==> src/rtl/video_pattern_source_if.sv <==
// AXI4-Stream style pixel bus carried between the pattern source and its consumer.
// Packed pixel: R [29:22], G [19:12], B [9:2]; tuser = start_of_frame_out, tlast = end_of_line_out.
interface video_pattern_source_if;
   logic [63:0] pixel_stream_out;
   logic        valid_out;
   logic        ready_in;
   logic        start_of_frame_out;
   logic        end_of_line_out;

   modport master (
      output pixel_stream_out, valid_out, start_of_frame_out, end_of_line_out,
      input  ready_in
   );

   modport slave (
      input  pixel_stream_out, valid_out, start_of_frame_out, end_of_line_out,
      output ready_in
   );
endinterface

==> src/rtl/video_pattern_source.sv <==
// Frame generator for the keystone core: solid, ramp, colour-bar and checkerboard patterns
// streamed with SOF/EOL markers, line/frame gaps and full backpressure support.
module video_pattern_source #(
   parameter int WIDTH     = 640,
   parameter int HEIGHT    = 480,
   parameter int LINE_GAP  = 0,
   parameter int FRAME_GAP = 16
) (
   input  logic                          clock,
   input  logic                          reset,
   input  logic                          clock_en,
   input  logic                          enable,
   input  logic [1:0]                    pattern_sel,
   input  logic [23:0]                   solid_color,
   video_pattern_source_if.master        axis,
   output logic                          frame_done,
   output logic [15:0]                   frame_count
);

   localparam int         BAR_W    = WIDTH / 8;
   localparam logic [15:0] X_LAST   = 16'(WIDTH - 1);
   localparam logic [15:0] Y_LAST   = 16'(HEIGHT - 1);
   localparam logic [15:0] BAR_LAST = 16'(BAR_W - 1);
   localparam logic [15:0] LG_LAST  = 16'((LINE_GAP > 0) ? LINE_GAP - 1 : 0);
   localparam logic [15:0] FG_LAST  = 16'(FRAME_GAP - 1);

   typedef enum logic [1:0] {S_IDLE, S_ACTIVE, S_LINE_GAP, S_FRAME_GAP} state_t;

   state_t      state;
   logic [15:0] x, y, bar_cnt, gap_cnt;
   logic [2:0]  bar_idx, bar_idx_nx;
   logic [15:0] bar_cnt_nx;
   logic [1:0]  pat_q;
   logic [23:0] col_q;
   logic        start, accept;

   logic [63:0] pixel_p0;
   logic        vld_p0, sof_p0, eol_p0, done_p0;

   // Bar colours encode as idx bits: R = ~idx[1], G = ~idx[2], B = ~idx[0].
   function automatic logic [63:0] pixel_fn(input logic [1:0] pat, input logic [23:0] col,
                                            input logic [7:0] xl, input logic y4,
                                            input logic [2:0] bidx);
      logic [7:0] r, g, b;
      case (pat)
         2'd0:    {r, g, b} = col;
         2'd1:    begin r = xl; g = xl; b = xl; end
         2'd2:    begin r = {8{~bidx[1]}}; g = {8{~bidx[2]}}; b = {8{~bidx[0]}}; end
         default: begin r = {8{~(xl[4] ^ y4)}}; g = r; b = r; end
      endcase
      return {34'd0, r, 2'b00, g, 2'b00, b, 2'b00};
   endfunction

   assign start  = enable && ((state == S_IDLE) || (state == S_FRAME_GAP && gap_cnt == FG_LAST));
   assign accept = vld_p0 & axis.ready_in;

   assign bar_cnt_nx = (bar_cnt == BAR_LAST) ? 16'd0 : bar_cnt + 16'd1;
   assign bar_idx_nx = (bar_cnt == BAR_LAST) ? bar_idx + 3'd1 : bar_idx;

   always_ff @(posedge clock) begin
      if (reset) begin
         state       <= S_IDLE;
         x           <= '0;
         y           <= '0;
         bar_cnt     <= '0;
         bar_idx     <= '0;
         gap_cnt     <= '0;
         pat_q       <= '0;
         col_q       <= '0;
         pixel_p0    <= '0;
         vld_p0      <= 1'b0;
         sof_p0      <= 1'b0;
         eol_p0      <= 1'b0;
         done_p0     <= 1'b0;
         frame_count <= '0;
      end else if (clock_en) begin
         done_p0 <= 1'b0;
         if (start) begin
            state    <= S_ACTIVE;
            x        <= '0;
            y        <= '0;
            bar_cnt  <= '0;
            bar_idx  <= '0;
            gap_cnt  <= '0;
            pat_q    <= pattern_sel;
            col_q    <= solid_color;
            pixel_p0 <= pixel_fn(pattern_sel, solid_color, 8'd0, 1'b0, 3'd0);
            vld_p0   <= 1'b1;
            sof_p0   <= 1'b1;
            eol_p0   <= 1'b0;
         end else begin
            case (state)
               S_ACTIVE: if (accept) begin
                  sof_p0 <= 1'b0;
                  if (x == X_LAST) begin
                     x       <= '0;
                     bar_cnt <= '0;
                     bar_idx <= '0;
                     eol_p0  <= 1'b0;
                     if (y == Y_LAST) begin
                        y           <= '0;
                        vld_p0      <= 1'b0;
                        done_p0     <= 1'b1;
                        frame_count <= frame_count + 16'd1;
                        gap_cnt     <= '0;
                        state       <= S_FRAME_GAP;
                     end else begin
                        y <= y + 16'd1;
                        if (LINE_GAP > 0) begin
                           vld_p0  <= 1'b0;
                           gap_cnt <= '0;
                           state   <= S_LINE_GAP;
                        end else begin
                           pixel_p0 <= pixel_fn(pat_q, col_q, 8'd0, y[4] ^ (y[3:0] == 4'hF), 3'd0);
                        end
                     end
                  end else begin
                     x        <= x + 16'd1;
                     bar_cnt  <= bar_cnt_nx;
                     bar_idx  <= bar_idx_nx;
                     pixel_p0 <= pixel_fn(pat_q, col_q, x[7:0] + 8'd1, y[4], bar_idx_nx);
                     eol_p0   <= ((x + 16'd1) == X_LAST);
                  end
               end
               // Line gap: x/y already point at the first pixel of the next line.
               S_LINE_GAP: begin
                  if (gap_cnt == LG_LAST) begin
                     state    <= S_ACTIVE;
                     gap_cnt  <= '0;
                     vld_p0   <= 1'b1;
                     pixel_p0 <= pixel_fn(pat_q, col_q, x[7:0], y[4], bar_idx);
                  end else begin
                     gap_cnt <= gap_cnt + 16'd1;
                  end
               end
               S_FRAME_GAP: begin
                  if (gap_cnt == FG_LAST) begin
                     state   <= S_IDLE;
                     gap_cnt <= '0;
                  end else begin
                     gap_cnt <= gap_cnt + 16'd1;
                  end
               end
               default: ;
            endcase
         end
      end
   end

   assign axis.pixel_stream_out   = pixel_p0;
   assign axis.valid_out          = vld_p0;
   assign axis.start_of_frame_out = sof_p0;
   assign axis.end_of_line_out    = eol_p0;
   assign frame_done              = done_p0 & clock_en;

endmodule

==> src/flat_wrapper.sv <==
// flat-port wrapper written by rule: the top's interface ports become plain ports
module video_pattern_source_flat 
#(
   parameter int WIDTH     = 640,
   parameter int HEIGHT    = 480,
   parameter int LINE_GAP  = 0,
   parameter int FRAME_GAP = 16
)
  (clock, reset, clock_en, enable, pattern_sel, solid_color, frame_done, frame_count, axis_pixel_stream_out, axis_valid_out, axis_start_of_frame_out, axis_end_of_line_out, axis_ready_in);
  video_pattern_source_if axis_i ();
  input  logic clock;
  input  logic reset;
  input  logic clock_en;
  input  logic enable;
  input  logic [1:0] pattern_sel;
  input  logic [23:0] solid_color;
  output logic frame_done;
  output logic [15:0] frame_count;
  output wire logic [$bits(axis_i.pixel_stream_out)-1:0] axis_pixel_stream_out;
  output wire logic [$bits(axis_i.valid_out)-1:0] axis_valid_out;
  output wire logic [$bits(axis_i.start_of_frame_out)-1:0] axis_start_of_frame_out;
  output wire logic [$bits(axis_i.end_of_line_out)-1:0] axis_end_of_line_out;
  input wire logic [$bits(axis_i.ready_in)-1:0] axis_ready_in;
  assign axis_pixel_stream_out = axis_i.pixel_stream_out;
  assign axis_valid_out = axis_i.valid_out;
  assign axis_start_of_frame_out = axis_i.start_of_frame_out;
  assign axis_end_of_line_out = axis_i.end_of_line_out;
  assign axis_i.ready_in = axis_ready_in;
  video_pattern_source #(.WIDTH(WIDTH), .HEIGHT(HEIGHT), .LINE_GAP(LINE_GAP), .FRAME_GAP(FRAME_GAP)) u_core (.clock(clock), .reset(reset), .clock_en(clock_en), .enable(enable), .pattern_sel(pattern_sel), .solid_color(solid_color), .axis(axis_i), .frame_done(frame_done), .frame_count(frame_count));
endmodule
==> config.mk <==
export PLATFORM = sky130hd
export DESIGN_NAME = video_pattern_source_flat
export DESIGN_NICKNAME = d
export VERILOG_FILES = /design/src/rtl/video_pattern_source_if.sv /design/src/rtl/video_pattern_source.sv /design/src/flat_wrapper.sv
export SDC_FILE = /design/constraint.sdc
export NUM_CORES = 1
export LEC_CHECK = 0
export CORE_ASPECT_RATIO = 1.5
export CORE_MARGIN = 4
export CORE_UTILIZATION = 55
export DETAILED_ROUTE_END_ITERATION = 7
export GPL_TIMING_DRIVEN = 0
export PLACE_DENSITY_LB_ADDON = 0.3
export SLEW_MARGIN = 20
export SYNTH_ARGS = -nofsm -noshare
export SYNTH_HDL_FRONTEND = slang
export SYNTH_SLANG_ARGS = --single-unit
==> constraint.sdc <==
create_clock -name clock -period 3.2 [get_ports clock]
set_clock_uncertainty 0.1 [all_clocks]
set_input_delay 0.64 -clock clock [delete_from_list [all_inputs] [get_ports clock]]
set_output_delay 0.64 -clock clock [all_outputs]
set_load 0.005 [all_outputs]
==> flow_summary.yaml <==
outcome:
  outcome: "complete, but fails checks"
  violations: "DRC"
drt:
  drc: 2
  vias_per_cell: 5.94
  wirelength_um: 25600
  final_antenna_net_count: 0
  wl_per_cell_um: 17.9
  num_vias: 8490
  first_pass_iters: 8
  initialDrtViolationCount: 686
synthesis:
  synth_edf_count: 0
  yosys.area_share.xor_xnor_pct: 6.58
  synth_fa_ha_area_share_pct: 1.85
  synth-async-reset-ratio_pct: 0
  syn_area_sq_um: 8120
  synthSimpleGateAreaFrac_pct: 28.4
  syn_avg_cell_area_sq_um: 7.47
  synth-main-ff-cell: "dfxtp_1"
  yosysSeqAreaShare_pct: 34.3
  yosysWarnings: 0
  synth_compound_area_share_pct: 20.0
  synthMuxAreaShare_pct: 0.755
  synth_top_family_by_area: "simple AND/OR/NAND/NOR gates"
  synth_cell_types: 66
  ys_seq_elements: 139
  syn_inst: 1087
die:
  dieWidth_um: 107
  ios: 115
  core_area_sq_um: 14500
  dieArea_sq_um: 16800
  start_util_pct: 55.9
  num_rows: 54
  die_h_um: 157
global_route:
  grt_max_degree: 17
  grt_pass1_vias: 7954
  grt_overflow_total: 0
  antenna_found_initial: 0
  grt_pass1_wl_um: 40200
  grt_util_all_layers_pct: 29.8
cells_and_area:
  fin_nets: 1263
  n_antenna_cell: 0
  final_util_pct: 68.6
  syn_to_final_growth_pct: 22.7
  fill_cells: 1234
  drive_gt1_share_pct: 8.92
power_and_ir_drop:
  p_per_area_nw_per_um2: 625
  finalPower_mw: 6.22
  switching_share_pct: 36.7
  p_comb_share_pct: 34.2
  leakage_nw: 3.67
  sequentialPowerShare_pct: 33.5
  switchingPower_mw: 2.28
  clock_power_share_pct: 32.3
  peakVddDrop_mv: 0.421
  p_int_mw: 3.94
worst_setup_path:
  critical_path_buf_inv_count: 2
  endpoint_kind: "flip-flop"
  critical_path_class: "reg2reg"
  cp_slowest_cell: "dfxtp_1"
  arrival_ns: 3.30
  cp_cell_sequence: "ha_2, nor4bb_2, nand4_1, buf_4, mux2i_1, and3b_1, clkbuf_1, nand2_1, or3_1, a32o_1"
  worstPathMaxFanout: 8
  crit_family: "simple AND/OR/NAND/NOR gates"
  start_kind: "flip-flop"
  max_stage_delay_ns: 0.37
  required_ns: 3.41
sta:
  max_freq_ghz: 0.324
  finalSetupViolCount: 0
  worst_pin_slew_ns: 0.749
  drv_slew: 0
  fin_setup_tns_ns: 0
  setup_ws_ns: 0.111
  max_slew_margin_pct: 49.7
  rsz0062_at_grt: "no"
  finalCritPeriodShare_pct: 96.5
  period_minus_slack_ns: 3.09
  hold_violations: 0
cts:
  htree_num_levels: 4
  clkTransAtPathRegs_ns: 0.07
  cts_root_buffer: "clkbuf_16"
  clkLatencyLatePin_ns: 0.42
  clockBufferDepth: 2
  cts_tree: "built"
  numCtsBuffers: 17
  cts.sinks: 139
  cts_hold_buffers: 0
flow_run:
  cap_violations: 0
place:
  dp_slack_ns: -0.465
  io_buffer_count: 73
  gp_congestion: 1.04
  dp_hpwl_um: 18600
min_path:
  min_path_type: "reg2reg"
per-layer routing:
layer / part of all wire (%) / vias up / GRT usage (%)
met2: 49 / 406 / 50.7
li1: - / 4035 / -
met5: 0 / - / 0
met1: 38 / 3935 / 34.2
met4: 5.9 / 0 / 18.5
met3: 7.6 / 114 / 5.78
area by class of cell:
class | instances | area, sq um | share of cell area, %
Clock buffer | 17 | 425 | 4.27
Multi-Input combinational cell | 852 | 4920 | 49.4
Tap cell | 196 | 245 | 2.46
Clock inverter | 15 | 173 | 1.73
Timing Repair Buffer | 77 | 761 | 7.63
Buffer | 108 | 564 | 5.66
Sequential cell | 139 | 2780 | 27.9
Inverter | 25 | 93.8 | 0.942
state kept, by name (all words and copies together) (netlist names), 2 cells and up:
signal / count
u_core.state: 2
u_core.bar_idx: 3
u_core.axis.pixel_stream_out: 24
u_core.y: 16
u_core.col_q: 24
u_core.bar_cnt: 16
u_core.x: 16
u_core.frame_count: 16
u_core.gap_cnt: 16
u_core.pat_q: 2
cell usage after synthesis, types with 13 or more instances:
master / instances / area share [%]
nand3_1: 43 / 2.7
xnor2_1: 30 / 3.2
nor2_1: 117 / 5.4
nand2_1: 148 / 6.8
o21ai_0: 50 / 3.1
nand4_1: 26 / 2.0
inv_1: 25 / 1.2
xor2_1: 31 / 3.3
nand2b_1: 13 / 1.0
buf_4: 40 / 3.7
a21oi_1: 105 / 6.5
or3_1: 21 / 1.6
clkbuf_1: 67 / 3.1
dfxtp_1: 139 / 34
a32o_1: 13 / 1.6
nor3_1: 17 / 1.0
and3_1: 23 / 1.8
power by group through the flow:
stage,Clock [mW],Sequential (mW),Combinational [mW]
4_1_cts,2.02,2.08,2.06
3_5_place_dp,0,2.12,2.04
5_1_grt,2.09,2.11,2.30
3_3_place_gp,0,2.11,2.01
2_1_floorplan,0,2.09,1.28
6_report,2.01,2.09,2.13
worst paths after layout:
kind / from / to / slack [ns] / cells past startpoint
worst min-delay path: u_core.axis.pixel_stream_out[28] / u_core.axis.pixel_stream_out[28] / 0.36 / 1
worst max-delay path: u_core.bar_cnt[0] / u_core.axis.pixel_stream_out[9] / 0.11 / 10
worst max register to register: u_core.bar_cnt[0] / u_core.axis.pixel_stream_out[9] / 0.11 / 10
worst min register to register: u_core.axis.pixel_stream_out[28] / u_core.axis.pixel_stream_out[28] / 0.36 / 1
placed cells by master, fill, tap and decap left out, types with 6 or more instances in the layout:
master	count
nand2_1	148
dfxtp_1	139
nor2_1	116
a21oi_1	105
clkdlybuf4s50_1	73
clkbuf_1	60
o21ai_0	50
buf_4	44
nand3_1	43
conb_1	40
xor2_1	31
xnor2_1	30
nand4_1	26
inv_1	25
and3_1	23
or3_1	21
clkbuf_16	17
nor3_1	15
nand2b_1	13
a32o_1	13
o22ai_1	12
o211ai_1	12
nor2b_1	11
ha_1	11
nor4_1	8
and2_1	7
a31oi_1	7
o2bb2ai_1	7
a21o_1	6
or2_2	6
a311oi_1	6
a221oi_1	6
or4_1	6
inv_8	6
kinds of logic (layout without fill, tap and decap cells):
kind of cell,count (synthesis),after routing
and+or+nand+nor,472,472
AOI/OAI and AO/OA,261,261
DFF,139,139
buffers and inverters,135,242
xor gates and xnor gates,61,61
adders and majority gates,12,12
muxes,6,6
other,1,40
worst register-to-register path, cell delays in order, from the launching register on:
cell and delay [ns]:
dfxtp_1 0.37, ha_2 0.28, nor4bb_2 0.37, nand4_1 0.24
buf_4 0.22, mux2i_1 0.11, and3b_1 0.20, clkbuf_1 0.28
nand2_1 0.22, or3_1 0.37, a32o_1 0.23
repair_timing:
| item | 4_1_cts | 5_1_grt |
|---|---|---|
| pin swaps | 2 | 0 |
| gates resized for setup | 3 | 23 |
| setup endpoints to repair | 19 | 41 |
| endpoints found under the hold margin | 0 | 0 |
| buffers inserted | 4 | 0 |
through the flow:
| stage | std cells | hold WS [ns] | cell area, sq um |
|---|---|---|---|
| floorplan | 1126 | 0.332 | 8270 |
| global placement | 1395 | 0.338 | 9240 |
| detailed placement | 1395 | 0.348 | 9250 |
| CTS | 1431 | 0.359 | 9890 |
| global route | 1429 | 0.383 | 9970 |
| finish | 1429 | 0.357 | 9970 |
(Power assumes the default switching activity.)
